--- src/rtl/sram_arbiter.sv ---
// Purpose : two-port arbiter/sequencer sharing one 16-bit SRAM MemoryInterface
//           (port 0 = display reader, high priority; port 1 = renderer, rd/wr).
// Latency : req seen at edge t -> o_gntN + strobe in cycle t+1; i_mem_done in
//           cycle k -> o_doneN in cycle k+1; earliest next grant in cycle k+2.
// Backpr. : one transaction in flight; requesters hold req/addr/we/wdata until
//           o_gntN, and further requests simply wait in IDLE arbitration.
//
// Ports:
//   i_clk, i_rst_n                   clock, async active-low reset
//   i_req0/i_addr0 -> o_gnt0/o_done0 port 0 read requester
//   i_req1/i_we1/i_addr1/i_wdata1 -> o_gnt1/o_done1  port 1 requester
//   o_rdata, o_err                   completion data / timeout flag (qualified by o_doneN)
//   o_busy                           state is not IDLE
//   o_mem_read/o_mem_write           one-cycle command strobes
//   o_mem_addr/o_mem_wdata/o_mem_wdata_oe  held address, write data, io_data drive
//   i_mem_rdata/i_mem_done           read-back data and MemoryInterface done
//
// Optional: define ARB_TIMEOUT_EN to add a WAIT-state watchdog of TIMEOUT_CYC
// cycles; without it WAIT lasts until i_mem_done and o_err stays 0.

module sram_arbiter #(
  parameter int ADDR_W      = 32,
  parameter int DATA_W      = 16,
  parameter int STARVE_MAX  = 8,
  parameter int TIMEOUT_CYC = 64
) (
  input  logic              i_clk,
  input  logic              i_rst_n,
  input  logic              i_req0,
  input  logic [ADDR_W-1:0] i_addr0,
  output logic              o_gnt0,
  output logic              o_done0,
  input  logic              i_req1,
  input  logic              i_we1,
  input  logic [ADDR_W-1:0] i_addr1,
  input  logic [DATA_W-1:0] i_wdata1,
  output logic              o_gnt1,
  output logic              o_done1,
  output logic [DATA_W-1:0] o_rdata,
  output logic              o_err,
  output logic              o_busy,
  output logic              o_mem_read,
  output logic              o_mem_write,
  output logic [ADDR_W-1:0] o_mem_addr,
  output logic [DATA_W-1:0] o_mem_wdata,
  output logic              o_mem_wdata_oe,
  input  logic [DATA_W-1:0] i_mem_rdata,
  input  logic              i_mem_done
);

  localparam int SW = $clog2(STARVE_MAX + 1);
  localparam logic [SW-1:0] STARVE_LIM = SW'(STARVE_MAX);

  typedef enum logic [1:0] {IDLE, ISSUE, WAIT} state_t;

  state_t        state;
  logic          port_q;   // 0 = port 0 owns the transaction, 1 = port 1
  logic          we_q;
  logic [SW-1:0] starve_cnt;
  logic          pick1;

  // Port 1 wins when port 0 is idle, or when port 0 has had STARVE_MAX
  // back-to-back grants while port 1 was waiting.
  assign pick1 = i_req1 && (!i_req0 || (starve_cnt == STARVE_LIM));

`ifdef ARB_TIMEOUT_EN
  localparam int TW = $clog2(TIMEOUT_CYC + 1);
  logic [TW-1:0] wait_cnt;
  logic          timeout;
  // wait_cnt is 0 in the first WAIT cycle, so the last allowed WAIT cycle is TIMEOUT_CYC-1.
  assign timeout = (wait_cnt == TW'(TIMEOUT_CYC - 1));
`else
  logic unused_timeout_cfg;
  assign unused_timeout_cfg = (TIMEOUT_CYC > 0);
`endif

  always_ff @(posedge i_clk or negedge i_rst_n) begin
    if (!i_rst_n) begin
      state          <= IDLE;
      port_q         <= 1'b0;
      we_q           <= 1'b0;
      starve_cnt     <= '0;
      o_gnt0         <= 1'b0;
      o_gnt1         <= 1'b0;
      o_done0        <= 1'b0;
      o_done1        <= 1'b0;
      o_rdata        <= '0;
      o_err          <= 1'b0;
      o_busy         <= 1'b0;
      o_mem_read     <= 1'b0;
      o_mem_write    <= 1'b0;
      o_mem_addr     <= '0;
      o_mem_wdata    <= '0;
      o_mem_wdata_oe <= 1'b0;
`ifdef ARB_TIMEOUT_EN
      wait_cnt       <= '0;
`endif
    end else begin
      // Pulse outputs default low every cycle.
      o_gnt0      <= 1'b0;
      o_gnt1      <= 1'b0;
      o_done0     <= 1'b0;
      o_done1     <= 1'b0;
      o_err       <= 1'b0;
      o_mem_read  <= 1'b0;
      o_mem_write <= 1'b0;

      case (state)
        IDLE: begin
          if (!i_req1) starve_cnt <= '0;
          if (i_req0 || i_req1) begin
            state  <= ISSUE;
            o_busy <= 1'b1;
            if (pick1) begin
              port_q         <= 1'b1;
              we_q           <= i_we1;
              o_mem_addr     <= i_addr1;
              o_mem_wdata    <= i_wdata1;
              o_gnt1         <= 1'b1;
              o_mem_read     <= !i_we1;
              o_mem_write    <= i_we1;
              o_mem_wdata_oe <= i_we1;
              starve_cnt     <= '0;
            end else begin
              port_q         <= 1'b0;
              we_q           <= 1'b0;
              o_mem_addr     <= i_addr0;
              o_gnt0         <= 1'b1;
              o_mem_read     <= 1'b1;
              o_mem_wdata_oe <= 1'b0;
              if (i_req1 && (starve_cnt != STARVE_LIM)) starve_cnt <= starve_cnt + 1'b1;
            end
          end
        end

        // A done coinciding with the strobe cycle is not ours to act on yet.
        ISSUE: begin
          state <= WAIT;
`ifdef ARB_TIMEOUT_EN
          wait_cnt <= '0;
`endif
        end

        WAIT: begin
          if (i_mem_done) begin
            if (!we_q) o_rdata <= i_mem_rdata;
            o_done0        <= !port_q;
            o_done1        <= port_q;
            o_mem_wdata_oe <= 1'b0;
            o_busy         <= 1'b0;
            state          <= IDLE;
          end
`ifdef ARB_TIMEOUT_EN
          else if (timeout) begin
            o_rdata        <= '0;
            o_err          <= 1'b1;
            o_done0        <= !port_q;
            o_done1        <= port_q;
            o_mem_wdata_oe <= 1'b0;
            o_busy         <= 1'b0;
            state          <= IDLE;
          end else begin
            wait_cnt <= wait_cnt + 1'b1;
          end
`endif
        end

        default: begin
          state  <= IDLE;
          o_busy <= 1'b0;
        end
      endcase
    end
  end

endmodule
--- config.mk ---
export PLATFORM = sky130hd
export DESIGN_NAME = sram_arbiter
export DESIGN_NICKNAME = d
export VERILOG_FILES = /design/src/rtl/sram_arbiter.sv
export SDC_FILE = /design/constraint.sdc
export NUM_CORES = 1
export LEC_CHECK = 0
export CORE_UTILIZATION = 35
export CTS_BUF_LIST = sky130_fd_sc_hd__clkbuf_2
export DETAILED_ROUTE_END_ITERATION = 8
export GPL_TIMING_DRIVEN = 0
export MAX_ROUTING_LAYER = met4
export PLACE_DENSITY = 0.78
export SKIP_CTS_REPAIR_TIMING = 1
export SLEW_MARGIN = 20
export SYNTH_ARGS = -nofsm -noshare
export SYNTH_HDL_FRONTEND = slang
export SYNTH_SLANG_ARGS = --single-unit
--- constraint.sdc ---
create_clock -name i_clk -period 2.6 [get_ports i_clk]
set_clock_uncertainty 0.15 [all_clocks]
set_input_delay 0.39 -clock i_clk [delete_from_list [all_inputs] [get_ports i_clk]]
set_output_delay 0.39 -clock i_clk [all_outputs]
set_load 0.01 [all_outputs]
## Yosys cells after proc, flatten, opt, wreduce, memory -nomap -nowiden

Index checks and enable logic that the tools add are counted.

| word-level totals | value |
|---|---|
| latch bits | 0 |
| ROM bits | 0 |
| memories kept | 0 |
| bits in writable memories | 0 |
| output and inout port bits | 73 |
| input bits | 102 |
| bits in registers | 80 |

| cells by class | value |
|---|---|
| shifts and indexed selects | 0 |
| equality and inequality tests | 6 |
| $add $sub $neg | 1 |
| magnitude comparators | 0 |
| reductions and logical operators | 15 |
| div/mod/pow operators | 0 |
| muxes and demuxes | 29 |
| multipliers | 0 |
| bitwise gates (word level) | 2 |

Operators by type and width:

| kind | number |
|---|---|
| $mux 32 | 1 |
| $mux 1 | 19 |
| $mux 4 | 4 |
| $reduce_and 3->1 | 4 |
| $pmux 2 s3 | 1 |
| $add 4x1->4 const B | 1 |
| $eq 4x4->1 const B | 1 |
| $mux 2 | 2 |
| $ne 2x2->1 const B | 2 |
| $ne 4x4->1 const B | 1 |
| $reduce_and 2->1 | 2 |
| $logic_not 1->1 | 3 |
| $pmux 1 s3 | 1 |
| $eq 2x1->1 const B | 1 |
| $eq 2x2->1 const B | 1 |
| $logic_and 1x1->1 | 2 |
| $logic_not 2->1 | 1 |
| $logic_or 1x1->1 | 2 |
| $not 1->1 | 2 |
| $pmux 1 s2 | 1 |
| $reduce_bool 2->1 | 1 |

## Depth between registers and ports, before layout

Gate-level depths: netlist (run 1).

| depth | value |
|---|---|
| depth after elaboration | 6 |
| depth in mapped cells | 8 |
| depth with buffers taken out | 6 |

## Worst setup path after synthesis (run 1)

No wires, ideal clock.

| path | value |
|---|---|
| kind | register to register |
| start point | register starve_cnt[0] |
| end point | register o_mem_wdata[2] |
| cell stages (with the launch flop) | 9 |
| data arrival time | 1663 ps |
| path slack | 662 ps |
| clock period less this slack | 1938 ps |
| buffers on the path | 2 |
| setup time | 125 ps |
| cell sequence | dfrtp_1 inv_1 ha_1 nand3b_1 a211o_1 buf_6 inv_8 buf_12 mux2_4 |

| between the ends | value |
|---|---|
| longest elaborated chain between the ends | 4 |

RTL lines:

| what | line | text |
|---|---|---|
| start, declared | 59 | `logic [SW-1:0] starve_cnt;` |
| start signal, assigned | 131 | `if (i_req1 && (starve_cnt != STARVE_LIM)) starve_cnt <= starve_cnt + 1'b1;` |
| $eq 4x4->1 | 64 | `assign pick1 = i_req1 && (!i_req0 \|\| (starve_cnt == STARVE_LIM));` |
| $logic_or 1x1->1 | 64 |  |
| $logic_and 1x1->1 | 64 |  |
| $reduce_and 3->1 (no source line) | -- |  |
| end signal, assigned | 118 | `o_mem_wdata <= i_wdata1;` |
| end, declared | 45 | `output logic [DATA_W-1:0] o_mem_wdata,` |

Every way passes these cells.
A chain may end at the register's enable or synchronous reset.

## Final worst setup path (run 1)

| path | value |
|---|---|
| start point | register starve_cnt[0] |
| end point | register o_mem_addr[28] |

| between the ends | value |
|---|---|
| longest elaborated chain between the ends | 4 |

RTL lines:

| what | line | text |
|---|---|---|
| $eq 4x4->1 | 64 |  |
| $logic_or 1x1->1 | 64 |  |
| $logic_and 1x1->1 | 64 |  |
| $mux 32 | 114 | `if (pick1) begin` |
| end signal, assigned | 117 | `o_mem_addr <= i_addr1;` |
| end signal, assigned | 127 | `o_mem_addr <= i_addr0;` |
| end, declared | 44 | `output logic [ADDR_W-1:0] o_mem_addr,` |

Every way passes these cells.

==> impl_metrics.ini, run 1 <==
[power_and_ir_drop]
p_leak_nw = 2.48
p_int_mw = 3.53
max-vdd-ir-drop_v = 0.000486
power_frac_comb_pct = 50.5
cellPowerDensity_nw_per_um2 = 986
switching_share_pct = 34.5
clockPowerShare_pct = 10.3
power.total_mw = 5.39
power_switching_mw = 1.86
seq_power_share_pct = 39.2

[cts]
cts_sinks = 80
cts_root_buf = clkbuf_2
clk_latency_ps = 510
cts_tree = built
clk_pin_slew_ps = 260
cts_buffer_depth = 2
h-tree-depth = 3
cts_buffers = 9

[sta]
slew_violations = 0
grt_setup_unrepaired = false
fmax_mhz = 423
finalCriticalPeriod_ps = 2360
setup_ws_ps = 235
min_period_over_period_pct = 91.0
setup_violations = 0
worst_slew_pin_slew_ps = 622
hold_viol = 0
relSlewSlack_pct = 58.5

[setup_path]
critical_path_peak_fanout = 10
endpoint_kind = flop
startpoint_type = flop
cp_cell_sequence = inv_1, ha_1, nand3b_1, o211ai_1, clkbuf_1, o221ai_1
slowest_delay_ps = 540
critical_path_buf_inv_count = 2
worstSetupPathType = reg -> reg
rrSetupSlack_ps = 240
worst_path_max_delay_cell = clkbuf_1
critPathTopFamily = compound AO/OA/AOI/OAI gates
critical_path_arrival_ps = 2550
required_ps = 2790

[logic_synthesis]
ys_seq_area_share_pct = 57.9
avgSynthCellArea_sq_um = 11.3
ys_top_cells_by_area = dfrtp_1 58%, o221ai_1 8.1%, mux2_2 7.8%, inv_1 7.7%, o21ai_0 5.5%
synth.distinct_cells = 30
synth_warnings = 0
yosys_register_bits = 80
synth_fp_nets = 410
ys_async_sr_fraction_pct = 100
synth_area_leader_cell = dfrtp_1
synth_top_area_share_pct = 57.9
synth_edf_count = 0
ys.flop_type = dfrtp_1
postSynthCellCount = 306
syn_area_sq_um = 3460

[grt]
grt_pass1_vias = 3147
grt_first_pass_wirelength_microns = 15000
grt_max_degree = 47
overflow = 0
grt_use_total_pct = 19.9
antenna_found_initial = 0

[route]
vias = 2994
initialDrtViolationCount = 101
wire_per_inst_microns = 15.4
drt-total-wl_microns = 9640
drc = 0
drt_pass1_iterations = 4
viasPerCell = 4.79
postRouteAntennaNets = 0

[floorplanning]
rows = 35
io_pins = 175
die-area_sq_um = 10300
coreArea_sq_um = 9420
die_h_microns = 101
initial_core_util_pct = 36.7
die_w_microns = 101

[layout]
fillers = 819
fin_area_sq_um = 5460
n_antenna_cell = 0
syn2layout_area_growth_pct = 57.9
drive_gt1_share_pct = 11.5
final_nets = 595
final_util_pct = 58.0

[status]
status = finished, final reports clean

[placed_design]
placed_cell_area_sq_um = 5370
port_buffers = 172
pre_cts_slack_ps = -38.9
dp_hpwl_microns = 7270
place.gp.congestion = 0.787

[min_path]
holdCritPathClass = in -> reg

[run]
cap_violations = 0
==> placed cells by master (no fill, tap or decap), types with 3 or more instances in the layout <==
master           Yosys  routed
clkbuf_2             0      10
inv_1               71      71
mux2_4               8       8
nand2_1              5       5
dfrtp_1             80      80
clkbuf_1            10      10
mux2_2              24      24
buf_4                2       3
buf_2                3       3
clkdlybuf4s50_1      0     171
nor2_1               6       6
o221ai_1            32      32
o21ai_0             38      38
==> per-stage QoR <==
step	TNS (ps)	hold slack, ps	std cells
CTS	0	-397	624
finish	0	110	625
global route	0	86.2	625
floorplan	0	-55.6	306
global placement	-142190	260	607
detailed placement	-138	234	608
==> flip-flops by register name, summed over array words and instances, names as in the netlist <==
name and count:
o_rdata 16, o_done1 1, o_busy 1, port_q 1
starve_cnt 4, o_gnt1 1, o_mem_addr 32, o_mem_wdata 16
we_q 1, o_mem_write 1, o_mem_read 1, o_mem_wdata_oe 1
state 2, o_done0 1, o_gnt0 1
==> worst min-delay path, cell delays in order <==
cell and delay [ps]:
clkbuf_1 160, nand3_1 140, o21ai_0 90
==> synth_stat cells, types with 2 or more instances <==
cell type and instances:
nand3b_1 2, a21oi_1 2, mux2i_1 2, buf_6 2, o21ai_0 38, nand2_1 5, ha_1 2, mux2_2 24
nor2_1 6, dfrtp_1 80, buf_2 3, o22ai_1 2, nand2b_1 2, nand3_1 2, buf_4 2, inv_1 71
o221ai_1 32, clkbuf_1 10, mux2_4 8
==> worst paths after layout <==
| kind | startpoint | end | depth (start not counted) |
|---|---|---|---|
| min in group asynchronous | i_rst_n | starve_cnt[3]$_DFFE_PN0P_ | 2 |
| hold reg to reg | port_q$_DFFE_PN0P_ | o_done0$_DFF_PN0_ | 1 |
| hold / removal | i_req0 | starve_cnt[3]$_DFFE_PN0P_ | 3 |
| max in group asynchronous | i_rst_n | o_mem_addr[17]$_DFFE_PN0P_ | 3 |
| setup / recovery | starve_cnt[0]$_DFFE_PN0P_ | o_mem_addr[28]$_DFFE_PN0P_ | 6 |
| setup reg to reg | starve_cnt[0]$_DFFE_PN0P_ | o_mem_addr[28]$_DFFE_PN0P_ | 6 |
==> layer usage <==
metal  share of wire (%)  up-vias  global-route usage [%]
li1                    -     1398                       -
met1                  42     1441                    23.5
met2                  49      141                    33.8
met3                 7.0       14                    4.35
met4                 1.5        0                    6.69
met5                   0        -                       -
==> kinds of logic (layout without fill, tap and decap cells) <==
group                    Yosys count  in the layout  synth area share, %
AO/OA/AOI/OAI                     79             79                 15.4
adder cells (fa/ha/maj)            2              2                0.723
buffers and inverters             90            280                 11.2
flip-flops                        80             80                 57.9
multiplexers                      34             34                 11.9
other                              1              1                0.108
AND/OR/NAND/NOR                   20             20                 2.78
==> area by class of cell <==
type                       count  area (sq um)  area share, %
sequential                    80          2000           36.6
timing repair buffer         174          1760           32.2
multi-input combinational    136          1070           19.6
inverter                      72           278           5.08
tap                          129           161           2.95
buffer                        18           110           2.02
clock buffer                  10          50.0          0.916
clock inverter                 6          36.3          0.664
==> power groups by stage <==
stage	logic (mW)	registers (mW)	clock network [mW]
finish	2.72	2.11	0.554
global route	2.94	2.18	0.632
CTS	2.75	2.11	0.579
detailed placement	2.75	2.14	0
global placement	2.68	2.12	0
floorplan	0.964	2.37	0
Power figures use the tool's default switching activity.
==> run 2, diff against run 1 <==
Settings changed: CORE_UTILIZATION 35 to 40, PLACE_DENSITY 0.78 to 0.86.
==> run 2 against run 1 <==
Total power increased by 2.1%. Global-route usage increased by 2.3 points. Non-clock buffer count unchanged. Hold slack improved by 44 ps. First-iteration DRC count decreased by 8.9%. Critical path type unchanged. Largest power group unchanged. Highest routed layer unchanged.
==> impl_metrics.ini, run 2 (synthesized netlist as in run 1, its figures left out) <==
[status]
status = finished, final reports clean

[sta]
setup_violations = 0
tns_ps = 0
relSlewSlack_pct = 56.9
hold_viol = 0
finalCriticalPeriod_ps = 2410
fmax_mhz = 414
min_period_over_period_pct = 92.8
worst_slew_pin_slew_ps = 644
grt_setup_unrepaired = false
slew_violations = 0

[placed_design]
dp_hpwl_microns = 7200
port_buffers = 172
place.gp.congestion = 0.739
placed_cell_area_sq_um = 5340

[setup_path]
critical_path_peak_fanout = 10
slowest_delay_ps = 540
setup.worst_path.start = starve_cnt[0]$_DFFE_PN0P_
rr_worst_depth = 6
rr_endpoint = o_mem_addr[26]$_DFFE_PN0P_
worst_path_max_delay_cell = clkbuf_1
critPathTopFamily = compound AO/OA/AOI/OAI gates
startpoint_type = flop
critical_path_buf_inv_count = 2
rrSetupSlack_ps = 190
cp.depth = 6
endpoint = o_mem_addr[26]$_DFFE_PN0P_
cp_cell_sequence = inv_1, ha_1, nand3b_1, o211ai_1, clkbuf_1, o221ai_1
worstSetupPathType = reg -> reg
critical_path_arrival_ps = 2580
r2r_start = starve_cnt[0]$_DFFE_PN0P_
required_ps = 2760
endpoint_kind = flop

[layout]
largest_reg_flops = 32
syn2layout_area_growth_pct = 58.0
fin_area_sq_um = 5470
drive_gt1_share_pct = 11.9
mostFrequentLayoutCells = 171 x clkdlybuf4s50_1, 80 x dfrtp_1, 71 x inv_1, 38 x o21ai_0, 32 x o221ai_1
final_util_pct = 65.9
reg_top3 = o_mem_addr x32, o_mem_wdata x16, o_rdata x16
fillers = 634
n_antenna_cell = 0
top_register = o_mem_addr
layout_commonest_cell = clkdlybuf4s50_1
final_nets = 595

[route]
postRouteAntennaNets = 0
vias = 2977
drt_pass1_iterations = 4
drc = 0
wire_per_inst_microns = 15.8
initialDrtViolationCount = 92
drt-total-wl_microns = 9520
viasPerCell = 4.95

[power_and_ir_drop]
switching_share_pct = 33.9
power_switching_mw = 1.87
p_int_mw = 3.64
max-vdd-ir-drop_v = 0.000453
power_frac_comb_pct = 49.6
cellPowerDensity_nw_per_um2 = 1010
clockPowerShare_pct = 11.9
p_leak_nw = 2.49
seq_power_share_pct = 38.5

[floorplanning]
coreArea_sq_um = 8300
die_w_microns = 95
rows = 33
io_pins = 175
die_h_microns = 95
initial_core_util_pct = 41.7
die-area_sq_um = 9030

[min_path]
min_path_cells = 3
holdCritPathClass = in -> reg

[run]
cap_violations = 0

[grt]
overflow = 0
grt_pass1_vias = 2989
antenna_found_initial = 0
grt_first_pass_wirelength_microns = 14600
grt_max_degree = 48
grt_use_total_pct = 22.2

[cts]
cts_buffer_depth = 2
h-tree-depth = 3
cts_buffers = 9
clk_latency_ps = 470
cts_sinks = 80
clk_pin_slew_ps = 230
cts_root_buf = clkbuf_2
cts_tree = built
[run 2: area by class of cell]
type	count	area, sq um	area share, %
flip-flops and latches	80	2000	36.6
repair buffers	174	1760	32.1
multi-input cells	136	1070	19.6
inverters	72	278	5.08
well taps	105	131	2.40
plain buffers	18	110	2.01
clock inverters	6	67.6	1.24
clock buffers	10	50.0	0.916
[run 2: how the worst min path moves through the flow]
stage / startpoint / endpoint / slack (ps)
after floorplan: i_rst_n / o_busy$_DFFE_PN0P_ / -60
after global placement: port_q$_DFFE_PN0P_ / o_done0$_DFF_PN0_ / 260
after detailed placement: i_rst_n / o_mem_addr[31]$_DFFE_PN0P_ / 230
after CTS: i_rst_n / o_mem_addr[31]$_DFFE_PN0P_ / -370
after global routing: i_req0 / starve_cnt[3]$_DFFE_PN0P_ / 90
final: i_req0 / starve_cnt[3]$_DFFE_PN0P_ / 150
[run 2: power groups by stage]
| stage | Sequential, mW | Clock (mW) | Combinational (mW) |
|---|---|---|---|
| 2_1_floorplan | 2.37 | 0 | 0.964 |
| 3_3_place_gp | 2.11 | 0 | 2.66 |
| 3_5_place_dp | 2.15 | 0 | 2.75 |
| 4_1_cts | 2.12 | 0.681 | 2.76 |
| 5_1_grt | 2.19 | 0.747 | 2.94 |
| 6_report | 2.12 | 0.653 | 2.73 |
[run 2: tightest hold or removal path: stages]
cell and delay (ps):
clkbuf_1 160, nand3_1 130, o21ai_0 80
[run 2: stage by stage]
stage	cells	total power [mW]	setup WS, ps	hold WS [ps]
3_3_place_gp	583	4.77	-1730	258
5_1_grt	601	5.87	57.9	88.7
6_report	601	5.50	186	154
3_5_place_dp	584	4.90	-31.3	232
2_1_floorplan	306	3.33	662	-55.6
4_1_cts	600	5.56	180	-373
[run 2: metal layers]
metal	vias up	share of wire [%]	track usage, %
met5	-	0	-
li1	1404	-	-
met4	0	0.83	5.68
met1	1432	41	25.5
met2	133	51	38.0
met3	8	7.4	6.44
==> run 3, diff against run 2 <==
Settings changed: CORE_MARGIN set to 2.
==> run 3 against run 2 <==
Sequential share of layout area decreased by 0.16 points. Clock power up 19%. Sequential power about the same. Highest routed layer unchanged. Register-to-register slack improved by 150 ps. Combinational power about the same.
==> impl_metrics.ini, run 3 (synthesized netlist as in run 1, its figures left out) <==
[status]
status = finished, final reports clean

[floorplanning]
rows = 33
die-area_sq_um = 9410
io_pins = 175
initial_core_util_pct = 41.7
die_h_microns = 97
coreArea_sq_um = 8300
die_w_microns = 97

[setup_path]
endpoint_kind = flop
worstSetupPathType = reg -> reg
critical_path_arrival_ps = 2480
setup.worst_path.start = starve_cnt[0]$_DFFE_PN0P_
startpoint_type = flop
r2r_start = starve_cnt[0]$_DFFE_PN0P_
required_ps = 2810
critical_path_peak_fanout = 10

[grt]
grt_max_degree = 45
grt_first_pass_wirelength_microns = 15800
grt_pass1_vias = 3299
antenna_found_initial = 0
grt_use_total_pct = 21.7
overflow = 0

[sta]
slew_violations = 0
relSlewSlack_pct = 60.4
worst_slew_pin_slew_ps = 594
hold_viol = 0
min_period_over_period_pct = 87.2
fmax_mhz = 441
setup_violations = 0
finalCriticalPeriod_ps = 2270
grt_setup_unrepaired = false

[cts]
clk_pin_slew_ps = 210
cts_sinks = 80
cts_buffers = 9
cts_buffer_depth = 2
h-tree-depth = 3
cts_tree = built
cts_root_buf = clkbuf_2
clk_latency_ps = 500

[power_and_ir_drop]
cellPowerDensity_nw_per_um2 = 1030
p_int_mw = 3.73
clockPowerShare_pct = 13.8
max-vdd-ir-drop_v = 0.000468
power_frac_comb_pct = 48.5
switching_share_pct = 33.7
seq_power_share_pct = 37.7
power_switching_mw = 1.90
p_leak_nw = 2.50

[layout]
syn2layout_area_growth_pct = 58.7
layout_commonest_cell = clkdlybuf4s50_1
mostFrequentLayoutCells = 171 x clkdlybuf4s50_1, 80 x dfrtp_1, 71 x inv_1, 38 x o21ai_0, 32 x o221ai_1
n_antenna_cell = 0
reg_top3 = o_mem_addr x32, o_mem_wdata x16, o_rdata x16
final_util_pct = 66.1
top_register = o_mem_addr
final_nets = 595
largest_reg_flops = 32
fin_area_sq_um = 5490
drive_gt1_share_pct = 12.1

[route]
routedLengthMet1_microns = 4150
viasPerCell = 5.02
met3_length_microns = 491
initialDrtViolationCount = 104
postRouteAntennaNets = 0
vias = 3017
top_layer_used = met4
wl_met2_microns = 4790
drt_pass1_iterations = 4
wire_per_inst_microns = 16.0
drt-total-wl_microns = 9610
drc = 0

[placed_design]
placed_cell_area_sq_um = 5330
port_buffers = 172
dp_hpwl_microns = 7340
place.gp.congestion = 0.790

[min_path]
holdCritPathClass = in -> reg
min-delay-start = i_req0

[run]
cap_violations = 0
[run 3: cell types whose count changed in the layout (fill, tap and decap cells not counted)]
cell / delta
buf_12: +1
buf_16: -1
bufinv_16: +1
clkbuf_1: -1
clkinv_2: -1
clkinv_4: -1
clkinvlp_4: +1
inv_8: +1
[run 3: worst paths after layout]
| check | slack, ps | cells past startpoint | end |
|---|---|---|---|
| max | 330 | 6 | o_mem_addr[19]$_DFFE_PN0P_ |
| min | 150 | 3 | starve_cnt[2]$_DFFE_PN0P_ |
| max reg2reg | 330 | 6 | o_mem_addr[19]$_DFFE_PN0P_ |
| min reg2reg | 300 | 1 | o_done0$_DFF_PN0_ |
| max in group asynchronous | 1490 | 3 | o_mem_addr[21]$_DFFE_PN0P_ |
| min in group asynchronous | 190 | 2 | o_mem_addr[0]$_DFFE_PN0P_ |
[run 3: routing by layer]
metal	vias to the layer above	GRT usage (%)
li1	1403	-
met5	-	-
met3	16	3.97
met4	0	7.69
met1	1465	26.4
met2	133	36.4
[run 3: final cells by class]
class / instances / area [sq um]
multi-input cells: 136 / 1070
plain buffers: 18 / 111
clock buffers: 9 / 45.0
repair buffers: 174 / 1750
clock inverters: 7 / 103
well taps: 105 / 131
fillers: 644 / 2810
flip-flops and latches: 80 / 2000
inverters: 72 / 278
[run 3: critical path: stages (launching register included)]
cell and delay, ps:
dfrtp_1 470, inv_1 80, ha_1 150, nand3b_1 160, o211ai_1 470, clkbuf_1 420
o221ai_1 240
[run 3: stage by stage]
stage                     power (mW)  worst slack [ps]  hold slack [ps]  TNS (ps)  cells
after floorplan                 3.33               662            -55.6         0    306
after detailed placement        4.91             -67.6              236      -354    584
after global routing            6.00              48.2              104         0    601
final                           5.63               334              147         0    601
after global placement          4.78             -1700              260   -135440    583
after CTS                       5.70               141             -391         0    600
[run 3: power groups by stage]
| stage | combinational [mW] | clock (mW) | sequential, mW |
|---|---|---|---|
| 2_1_floorplan | 0.964 | 0 | 2.37 |
| 3_3_place_gp | 2.67 | 0 | 2.11 |
| 3_5_place_dp | 2.76 | 0 | 2.14 |
| 4_1_cts | 2.77 | 0.808 | 2.12 |
| 5_1_grt | 2.93 | 0.872 | 2.19 |
| 6_report | 2.73 | 0.777 | 2.12 |
